`src/rtl/regfile_port_sched_if.sv`:
```
// Write-request bundle for the register file port scheduler.
// Three requesters share one valid/ready handshake group.
`ifndef REG_SELECT_DEFINED
`define REG_SELECT_DEFINED
`define REG_SEL logic [3:0]
`endif

interface regfile_port_sched_if #(
    parameter int DATA_W = 16
);
    logic [2:0]        req_valid;
    `REG_SEL           req_dest0;
    `REG_SEL           req_dest1;
    `REG_SEL           req_dest2;
    logic [DATA_W-1:0] req_data0;
    logic [DATA_W-1:0] req_data1;
    logic [DATA_W-1:0] req_data2;
    logic [2:0]        req_ready;

    modport master (
        output req_valid,
        output req_dest0,
        output req_dest1,
        output req_dest2,
        output req_data0,
        output req_data1,
        output req_data2,
        input  req_ready
    );

    modport slave (
        input  req_valid,
        input  req_dest0,
        input  req_dest1,
        input  req_dest2,
        input  req_data0,
        input  req_data1,
        input  req_data2,
        output req_ready
    );
endinterface

```
`src/rtl/regfile_port_sched.sv`:
```
// Register file write-port scheduler: round-robin write arbitration
// plus a 3-cycle 16-bit register exchange sequencer.
`ifndef REG_SELECT_DEFINED
`define REG_SELECT_DEFINED
`define REG_SEL logic [3:0]
`endif

module regfile_port_sched #(
    parameter int DATA_W   = 16,
    parameter int RR_RESET = 0
) (
    input  logic                clk,
    input  logic                reset,
    regfile_port_sched_if.slave req,
    input  `REG_SEL             rd1_sel,
    input  `REG_SEL             rd2_sel,
    input  logic                xchg_start,
    input  `REG_SEL             xchg_a,
    input  `REG_SEL             xchg_b,
    output logic                xchg_busy,
    output logic                xchg_done,
    output logic                rf_write_en,
    output `REG_SEL             rf_dest,
    output logic [DATA_W-1:0]   rf_in,
    output `REG_SEL             rf_src1,
    output `REG_SEL             rf_src2,
    input  logic [DATA_W-1:0]   rf_out1,
    input  logic [DATA_W-1:0]   rf_out2
);

    typedef enum logic [1:0] {
        IDLE,
        CAPTURE,
        W1,
        W2
    } state_t;

    state_t            state;
    state_t            next_state;
    logic [1:0]        rr_ptr;
    logic [DATA_W-1:0] lat_a;
    logic [DATA_W-1:0] lat_b;
    `REG_SEL           reg_a;
    `REG_SEL           reg_b;

    logic [2:0] rot;
    logic [1:0] off;
    logic [1:0] grant_idx;
    logic [2:0] grant_oh;
    logic       grant_any;
    logic       start_ok;
    logic       xfer;

    assign start_ok = (state == IDLE) && xchg_start;

    // Rotate valids so bit 0 is the requester at rr_ptr.
    always_comb begin
        unique case (rr_ptr)
            2'd1:    rot = {req.req_valid[0], req.req_valid[2],
                            req.req_valid[1]};
            2'd2:    rot = {req.req_valid[1], req.req_valid[0],
                            req.req_valid[2]};
            default: rot = req.req_valid;
        endcase
    end

    always_comb begin
        off = 2'd2;
        if (rot[0])
            off = 2'd0;
        else if (rot[1])
            off = 2'd1;
    end

    always_comb begin
        logic [2:0] sum;
        sum       = {1'b0, rr_ptr} + {1'b0, off};
        grant_idx = (sum >= 3'd3) ? 2'(sum - 3'd3) : sum[1:0];
        grant_any = |rot;
        grant_oh  = 3'b001 << grant_idx;
    end

    assign xfer = (state == IDLE) && !xchg_start && grant_any;

    // State register and datapath latches.
    always_ff @(posedge clk or posedge reset) begin
        if (reset) begin
            state  <= IDLE;
            rr_ptr <= 2'(RR_RESET);
            lat_a  <= '0;
            lat_b  <= '0;
            reg_a  <= '0;
            reg_b  <= '0;
        end else begin
            state <= next_state;
            if (xfer)
                rr_ptr <= (grant_idx == 2'd2) ? 2'd0 : grant_idx + 2'd1;
            if (start_ok) begin
                lat_a <= rf_out1;
                lat_b <= rf_out2;
                reg_a <= xchg_a;
                reg_b <= xchg_b;
            end
        end
    end

    always_comb begin
        next_state = state;
        unique case (state)
            IDLE:    if (xchg_start) next_state = CAPTURE;
            CAPTURE: next_state = W1;
            W1:      next_state = W2;
            W2:      next_state = IDLE;
            default: next_state = IDLE;
        endcase
    end

    always_comb begin
        req.req_ready = '0;
        rf_write_en   = 1'b0;
        rf_dest       = '0;
        rf_in         = '0;
        rf_src1       = rd1_sel;
        rf_src2       = rd2_sel;
        xchg_busy     = 1'b0;
        xchg_done     = 1'b0;
        unique case (state)
            IDLE: begin
                if (xchg_start) begin
                    rf_src1 = xchg_a;
                    rf_src2 = xchg_b;
                end else if (grant_any) begin
                    req.req_ready = grant_oh;
                    rf_write_en   = 1'b1;
                    unique case (1'b1)
                        grant_oh[1]: begin
                            rf_dest = req.req_dest1;
                            rf_in   = req.req_data1;
                        end
                        grant_oh[2]: begin
                            rf_dest = req.req_dest2;
                            rf_in   = req.req_data2;
                        end
                        default: begin
                            rf_dest = req.req_dest0;
                            rf_in   = req.req_data0;
                        end
                    endcase
                end
            end
            CAPTURE: xchg_busy = 1'b1;
            W1: begin
                xchg_busy   = 1'b1;
                rf_write_en = 1'b1;
                rf_dest     = reg_a;
                rf_in       = lat_b;
            end
            W2: begin
                xchg_busy   = 1'b1;
                rf_write_en = 1'b1;
                rf_dest     = reg_b;
                rf_in       = lat_a;
                xchg_done   = 1'b1;
            end
            default: ;
        endcase
        // The grant path is combinational, so gate it while reset is held.
        if (reset) begin
            req.req_ready = '0;
            rf_write_en   = 1'b0;
            xchg_busy     = 1'b0;
            xchg_done     = 1'b0;
        end
    end

endmodule
```
`src/flat_wrapper.sv`:
```
// flat-port wrapper written by rule: the top's interface ports become plain ports
module regfile_port_sched_flat 
#(
    parameter int DATA_W   = 16,
    parameter int RR_RESET = 0
)
  (clk, reset, rd1_sel, rd2_sel, xchg_start, xchg_a, xchg_b, xchg_busy, xchg_done, rf_write_en, rf_dest, rf_in, rf_src1, rf_src2, rf_out1, rf_out2, req_req_valid, req_req_dest0, req_req_dest1, req_req_dest2, req_req_data0, req_req_data1, req_req_data2, req_req_ready);
  regfile_port_sched_if #(.DATA_W(DATA_W)) req_i ();
  input  logic clk;
  input  logic reset;
  input  `REG_SEL rd1_sel;
  input  `REG_SEL rd2_sel;
  input  logic xchg_start;
  input  `REG_SEL xchg_a;
  input  `REG_SEL xchg_b;
  output logic xchg_busy;
  output logic xchg_done;
  output logic rf_write_en;
  output `REG_SEL rf_dest;
  output logic [DATA_W-1:0] rf_in;
  output `REG_SEL rf_src1;
  output `REG_SEL rf_src2;
  input  logic [DATA_W-1:0] rf_out1;
  input  logic [DATA_W-1:0] rf_out2;
  input wire logic [$bits(req_i.req_valid)-1:0] req_req_valid;
  input wire logic [$bits(req_i.req_dest0)-1:0] req_req_dest0;
  input wire logic [$bits(req_i.req_dest1)-1:0] req_req_dest1;
  input wire logic [$bits(req_i.req_dest2)-1:0] req_req_dest2;
  input wire logic [$bits(req_i.req_data0)-1:0] req_req_data0;
  input wire logic [$bits(req_i.req_data1)-1:0] req_req_data1;
  input wire logic [$bits(req_i.req_data2)-1:0] req_req_data2;
  output wire logic [$bits(req_i.req_ready)-1:0] req_req_ready;
  assign req_i.req_valid = req_req_valid;
  assign req_i.req_dest0 = req_req_dest0;
  assign req_i.req_dest1 = req_req_dest1;
  assign req_i.req_dest2 = req_req_dest2;
  assign req_i.req_data0 = req_req_data0;
  assign req_i.req_data1 = req_req_data1;
  assign req_i.req_data2 = req_req_data2;
  assign req_req_ready = req_i.req_ready;
  regfile_port_sched #(.DATA_W(DATA_W), .RR_RESET(RR_RESET)) u_core (.clk(clk), .reset(reset), .req(req_i), .rd1_sel(rd1_sel), .rd2_sel(rd2_sel), .xchg_start(xchg_start), .xchg_a(xchg_a), .xchg_b(xchg_b), .xchg_busy(xchg_busy), .xchg_done(xchg_done), .rf_write_en(rf_write_en), .rf_dest(rf_dest), .rf_in(rf_in), .rf_src1(rf_src1), .rf_src2(rf_src2), .rf_out1(rf_out1), .rf_out2(rf_out2));
endmodule
```
`config.mk`:
```
export PLATFORM = sky130hd
export DESIGN_NAME = regfile_port_sched_flat
export DESIGN_NICKNAME = d
export VERILOG_FILES = /design/src/rtl/regfile_port_sched_if.sv /design/src/rtl/regfile_port_sched.sv /design/src/flat_wrapper.sv
export SDC_FILE = /design/constraint.sdc
export NUM_CORES = 1
export LEC_CHECK = 0
export ABC_AREA = 0
export ABC_CLOCK_PERIOD_IN_PS = 8200
export CAP_MARGIN = 5
export CORE_ASPECT_RATIO = 0.6
export CORE_MARGIN = 2
export CORE_UTILIZATION = 45
export CTS_BUF_LIST = sky130_fd_sc_hd__clkbuf_4
export CTS_CLUSTER_DIAMETER = 150
export DETAILED_ROUTE_END_ITERATION = 8
export PLACE_DENSITY = 0.9
export SETUP_SLACK_MARGIN = 0.1
export SYNTH_ARGS = -nofsm -noshare
export SYNTH_HDL_FRONTEND = slang
export SYNTH_SLANG_ARGS = --single-unit
```
`constraint.sdc`:
```
create_clock -name clk -period 8.2 [get_ports clk]
set_input_delay 1.64 -clock clk [delete_from_list [all_inputs] [get_ports clk]]
set_output_delay 1.64 -clock clk [all_outputs]
set_load 0.02 [all_outputs]
```
==> results of run 1 <==
## power by group through the flow
| stage | Clock, uW | Sequential [uW] | Combinational, uW |
|---|---|---|---|
| 2_1_floorplan | 0 | 365 | 1360 |
| 3_3_place_gp | 0 | 374 | 1880 |
| 3_5_place_dp | 0 | 382 | 1940 |
| 4_1_cts | 107 | 377 | 1960 |
| 5_1_grt | 120 | 390 | 2170 |
| 6_report | 106 | 379 | 1990 |
## layout make-up
class | count | area, um^2
Tap cell | 84 | 105
Inverter | 8 | 30.0
Clock buffer | 6 | 45.0
Clock inverter | 2 | 11.3
Multi-Input combinational cell | 289 | 1630
Sequential cell | 44 | 1100
Timing Repair Buffer | 153 | 1520
Fill cell | 518 | 1730
## worst register-to-register path, cell delays in order (launching register included)
cell     delay (ns)
dfrtp_1        0.42
inv_1          0.07
ha_1           0.36
o41ai_2        0.38
a21o_1         0.13
ha_1           0.13
inv_1          0.04
fa_1           0.53
inv_1          0.06
ha_1           0.19
nor2b_2        0.21
nor2b_1        0.24
o21ai_1        0.16
ha_1           0.23
mux2_4         0.27
## per-stage QoR
| stage | area (um^2) | setup slack, ns |
|---|---|---|
| floorplan | 2890 | 1.72 |
| global placement | 4370 | 0.668 |
| detailed placement | 4370 | 0.325 |
| CTS | 4430 | 0.315 |
| global route | 4440 | 0.142 |
| finish | 4440 | 0.371 |
## path summary, 6_finish.rpt
check                                    to
max in group asynchronous   u_core.reg_b[1]
hold / removal              u_core.lat_b[4]
setup reg to reg           u_core.rr_ptr[0]
setup / recovery                  rf_in[11]
hold reg to reg             u_core.lat_b[4]
min in group asynchronous   u_core.state[1]
## cell families after synthesis
kind of cell | share of synthesized area [%]
mux | 1.04
compound gates | 24.1
buf+inv | 5.85
fa+ha+maj | 6.33
flops | 38.1
simple gates | 24.6
## state kept, by name, indices dropped and copies added (netlist names)
register,cells
u_core.state,2
u_core.lat_a,16
u_core.reg_b,4
u_core.reg_a,4
u_core.rr_ptr,2
u_core.lat_b,16
## layer usage
metal  share of wire (%)  GRT usage, %  routed length [um]
met1                  44          37.6                4450
met2                  44          46.5                4460
met3                 9.4          8.37                 950
met4                 2.2          8.33                 220
met5                   0             0                   0
## placed cells by master, fill, tap and decap left out, types with 2 or more instances in the layout
cell / count
inv_1: 7
nand2_1: 141
o21ai_0: 2
nor2_1: 25
mux2_4: 2
nor2b_1: 2
clkbuf_4: 6
clkdlybuf4s50_1: 146
a21oi_1: 2
buf_4: 6
a211o_1: 20
a211oi_1: 2
a22oi_1: 40
o22ai_1: 21
nor3_1: 2
ha_1: 13
dfrtp_1: 44
nor3b_1: 3
o21a_1: 3
==> impl_results.md, run 1 <==
* DR DRC count at 0
* DRT iter0 DRCs at 201
* Detailed Routing Iterations Pass 1 at 5
* Setup crit start kind: primary input
* Status: finished, final reports clean
* Post-synth EDFFs at 0
* Syn Inst Count at 370
* Peak VDD IR at 0.464 mV
* Largest net degree at the start of global routing at 45
* Later-pin clock latency in the skew report at 0.36 ns
* Area contributors post-synth: dfrtp_1, nand2_1, a22oi_1
* R2r setup slk at 4.66 ns
* Int Pwr at 1230 uW
* Port Buf Inserts at 147
* Critical Path End Type: output pin
* Mapped Area at 2890 um^2
* Syn_area_per_cell at 7.80 um^2
* Clock Skew at 0.00688 ns
* Ys flop type: dfrtp_1
* Critical-path maximum fanout at 17
* Post-CTS resize count at 0
* Final ANT Viol Nets at 0
* # hold bufs at CTS at 0
* CP Class: in2out
* Dpl hpwl at 7.44 mm
* Final Hold Fails at 0
* PwrDens at 558 nW/um^2
* Wire per inst at 17.2 um
* Final setup fails at 0
* Placed cells at 578
* Min Tclk post-route at 7.83 ns
* Via/cell ratio at 5.57
* Buffer and inverter count on the worst path at 5
* Die Ht at 66.0 um
* Routability Congestion at 0.939
* Sequential power share at 15.3%
* Final Max Slew Viols at 0
* Non-Filler Instances at 586
* Synth Warn # at 0
* Cells on worst reg2reg path at 14
* Synth top area share at 38.1%
* Num rows at 22
* Critical Path Start: req_req_valid[2]
* Slowest stage delay, CP at 0.66 ns
* Total power at 2480 uW
* Critical path required time at 6.56 ns
* Switching Power at 1250 uW
* Critical Path Stages at 17
* N_diodes at 0
* Routed wire length at 10.1 mm
* Final Net Count at 629
* Clock share of power at 4.3%
* H-tree levels at 2
* Fmax achieved at 128 MHz
* Max cap viols at 0
* Number of global-route vias before repair at 3217
* Clk slew on worst S/H paths at 0.13 ns
* Leak at 0.00204 uW
* Setup total negative slack at 0 ns
* Hold path depth at 2
* Worst R2R Start: u_core.rr_ptr[0]
* Slowest CP cell: clkdlybuf4s50_1
* Die W at 107 um
* Sw Ratio at 50.5%
* Final core occ at 72.0%
* First-pass GRT wire length at 15.7 mm
* Hold Slack at 0.495 ns
* Num CTS Buffers at 5
* Hold WC Path Type: reg2reg
* Post-CTS Setup Inserts at 0
* Critical path cell sequence: clkdlybuf4s50_1 > o41ai_2 > a21o_1 > ha_1 > inv_1 > fa_1 > inv_1 > ha_1 > nor2b_2 > nand3_1 > o21ai_0 > ha_1 > buf_4 > a22oi_1 > a211o_1 > o22ai_1 > clkdlybuf4s50_1
* RSZ-0062 raised after global routing: no
* Netlist cell types at 30
* Rel. slew slack at 32.5%
* Vias at 3266
* Most common cell on crit path: ha_1
* CTS sink count at 44
* CP top delay family: buffers and inverters
* Comb pwr share at 80.5%
* Die area at 7090 um^2
* Longest Clk Path Bufs at 2
* Cell taking the most area after synthesis: dfrtp_1
* Arr. time, crit path at 6.19 ns
* Ys async rst share at 100%
* HP Start: u_core.lat_b[4]
* Synth top cells by count: nand2_1, dfrtp_1, a22oi_1
* Initial antenna violation count at 0
* Final Cycle Share at 95.5%
* Synth-to-Final Area Change at 53.7%
* Post-synth net total at 498
* Count leader, synth: nand2_1
* Sequential-to-total area share from yosys stat at 38.1%
* GRT Util Overall at 28.7%
* Root Buffer: clkbuf_4
* Ratio of cells with drive above 1 in the final layout at 3.98%
* # IOs at 148
* Initial core utilization at 46.8%
* Core Region at 6170 um^2
* Grt ovf at 0
* Worst Tran Pin Value at 1.01 ns
* #FFs+latches synth at 44
* CTS tree: yes
No activity file was read; power rests on OpenSTA's default activity.
==> run 2: changes to the inputs <==
Settings changed: GPL_ROUTABILITY_DRIVEN from default to 0, PLACE_DENSITY 0.9 to 0.95.
==> impl_results.md, run 2 (synthesis results as in run 1) <==
* Final setup fails at 0
* H-tree levels at 2
* First-pass GRT wire length at 14.9 mm
* Dpl hpwl at 7.40 mm
* Setup crit start kind: primary input
* Hold Slack at 0.495 ns
* Min Tclk post-route at 7.82 ns
* Largest net degree at the start of global routing at 49
* DRT iter0 DRCs at 280
* Non-Filler Instances at 586
* Worst Tran Pin Value at 1.01 ns
* Grt ovf at 0
* Initial antenna violation count at 0
* Number of global-route vias before repair at 3090
* Die Ht at 66.0 um
* Vias at 3241
* N_diodes at 0
* Setup total negative slack at 0 ns
* Via/cell ratio at 5.53
* Num rows at 22
* Later-pin clock latency in the skew report at 0.36 ns
* Final Hold Fails at 0
* Ratio of cells with drive above 1 in the final layout at 3.98%
* DR DRC count at 0
* Arr. time, crit path at 6.18 ns
* Core Region at 6170 um^2
* Final Net Count at 629
* Die area at 7090 um^2
* Most common cell after layout, fill and taps aside: clkdlybuf4s50_1
* HP Start: u_core.lat_b[7]
* Rel. slew slack at 32.5%
* Clk slew on worst S/H paths at 0.12 ns
* CTS tree: yes
* Leak at 0.00203 uW
* Final ANT Viol Nets at 0
* Biggest regs: u_core.lat_a x16, u_core.lat_b x16
* Final Max Slew Viols at 0
* Placed inst area at 4370 um^2
* Routed wire length at 9.96 mm
* Clock Skew at 0.00912 ns
* Detailed Routing Iterations Pass 1 at 5
* Post-CTS resize count at 0
* Status: finished, final reports clean
* GRT Util Overall at 27.6%
* Root Buffer: clkbuf_4
* CTS sink count at 44
* RSZ-0062 raised after global routing: no
* Final Cycle Share at 95.4%
* Critical Path Start: req_req_valid[0]
* Design Area, Final at 4450 um^2
* Die W at 107 um
* Final core occ at 72.2%
* Placed cells at 578
* Post-CTS Setup Inserts at 0
* Worst R2R Start: u_core.rr_ptr[0]
* Commonest cells after routing, fill and taps aside: clkdlybuf4s50_1, nand2_1, dfrtp_1
* CP Class: in2out
* Num CTS Buffers at 5
* Hold WC Path Type: reg2reg
* Peak VDD IR at 0.474 mV
* Port Buf Inserts at 147
* Initial core utilization at 46.8%
* PwrDens at 555 nW/um^2
* Wire per inst at 17.0 um
* Max cap viols at 0
* Longest Clk Path Bufs at 2
* Fmax achieved at 128 MHz
* # IOs at 148
* Critical Path End Type: output pin
* Critical-path maximum fanout at 22
* Synth-to-Final Area Change at 54.3%
* # hold bufs at CTS at 0
* Critical path required time at 6.56 ns
[run 2: routing by layer]
metal	wire length (um)	track usage [%]	up-vias
li1	-	-	1544
met1	4200	35.1	1492
met2	4470	47.0	189
met3	1120	7.68	16
met4	169	6.57	0
met5	0	0	-
[run 2: worst max-delay path, stage by stage]
cell	delay [ns]
clkdlybuf4s50_1	0.55
nand2_1	0.11
o41ai_1	0.32
a21o_1	0.15
ha_1	0.15
inv_1	0.05
fa_1	0.52
inv_1	0.05
ha_1	0.19
nor2b_2	0.20
nor2b_1	0.20
o21ai_0	0.20
ha_1	0.38
buf_4	0.27
nor2_1	0.09
a211o_1	0.30
o22ai_1	0.13
clkdlybuf4s50_1	0.66
[run 2: where the power goes]
part           internal, uW  leakage, uW  switching (uW)
logic                   874      0.00144            1090
clock network          63.7    0.0000428            71.0
registers               318     0.000548            58.7
[run 2: per-stage QoR]
step	setup slack, ns	power, uW
final	0.377	2470
after global routing	0.181	2680
after CTS	0.369	2450
after detailed placement	0.395	2300
after global placement	0.646	2230
after floorplan	1.72	1720
[run 2: final timing paths]
kind | cells after the start | slack, ns | endpoint
min in group asynchronous | 2 | 2.00 | u_core.lat_b[6]
setup / recovery | 18 | 0.38 | rf_in[1]
setup reg to reg | 14 | 4.57 | u_core.rr_ptr[1]
hold reg to reg | 2 | 0.49 | u_core.lat_b[7]
max in group asynchronous | 2 | 5.64 | u_core.reg_b[2]
hold / removal | 2 | 0.49 | u_core.lat_b[7]
[run 2: cell type report]
cell class | count | area (um^2)
fill | 502 | 1710
tap | 84 | 105
clock inverter | 3 | 42.5
clock buffer | 5 | 37.5
inverter | 8 | 30.0
sequential | 44 | 1100
timing repair buffer | 153 | 1520
multi-input combinational | 289 | 1620
==> run 3: changes to the inputs <==
Settings changed: HOLD_SLACK_MARGIN from default to 0.12, TNS_END_PERCENT from default to 5.
==> results of run 3 <==
Final layout, timing and power as in run 2 (identical DEF).
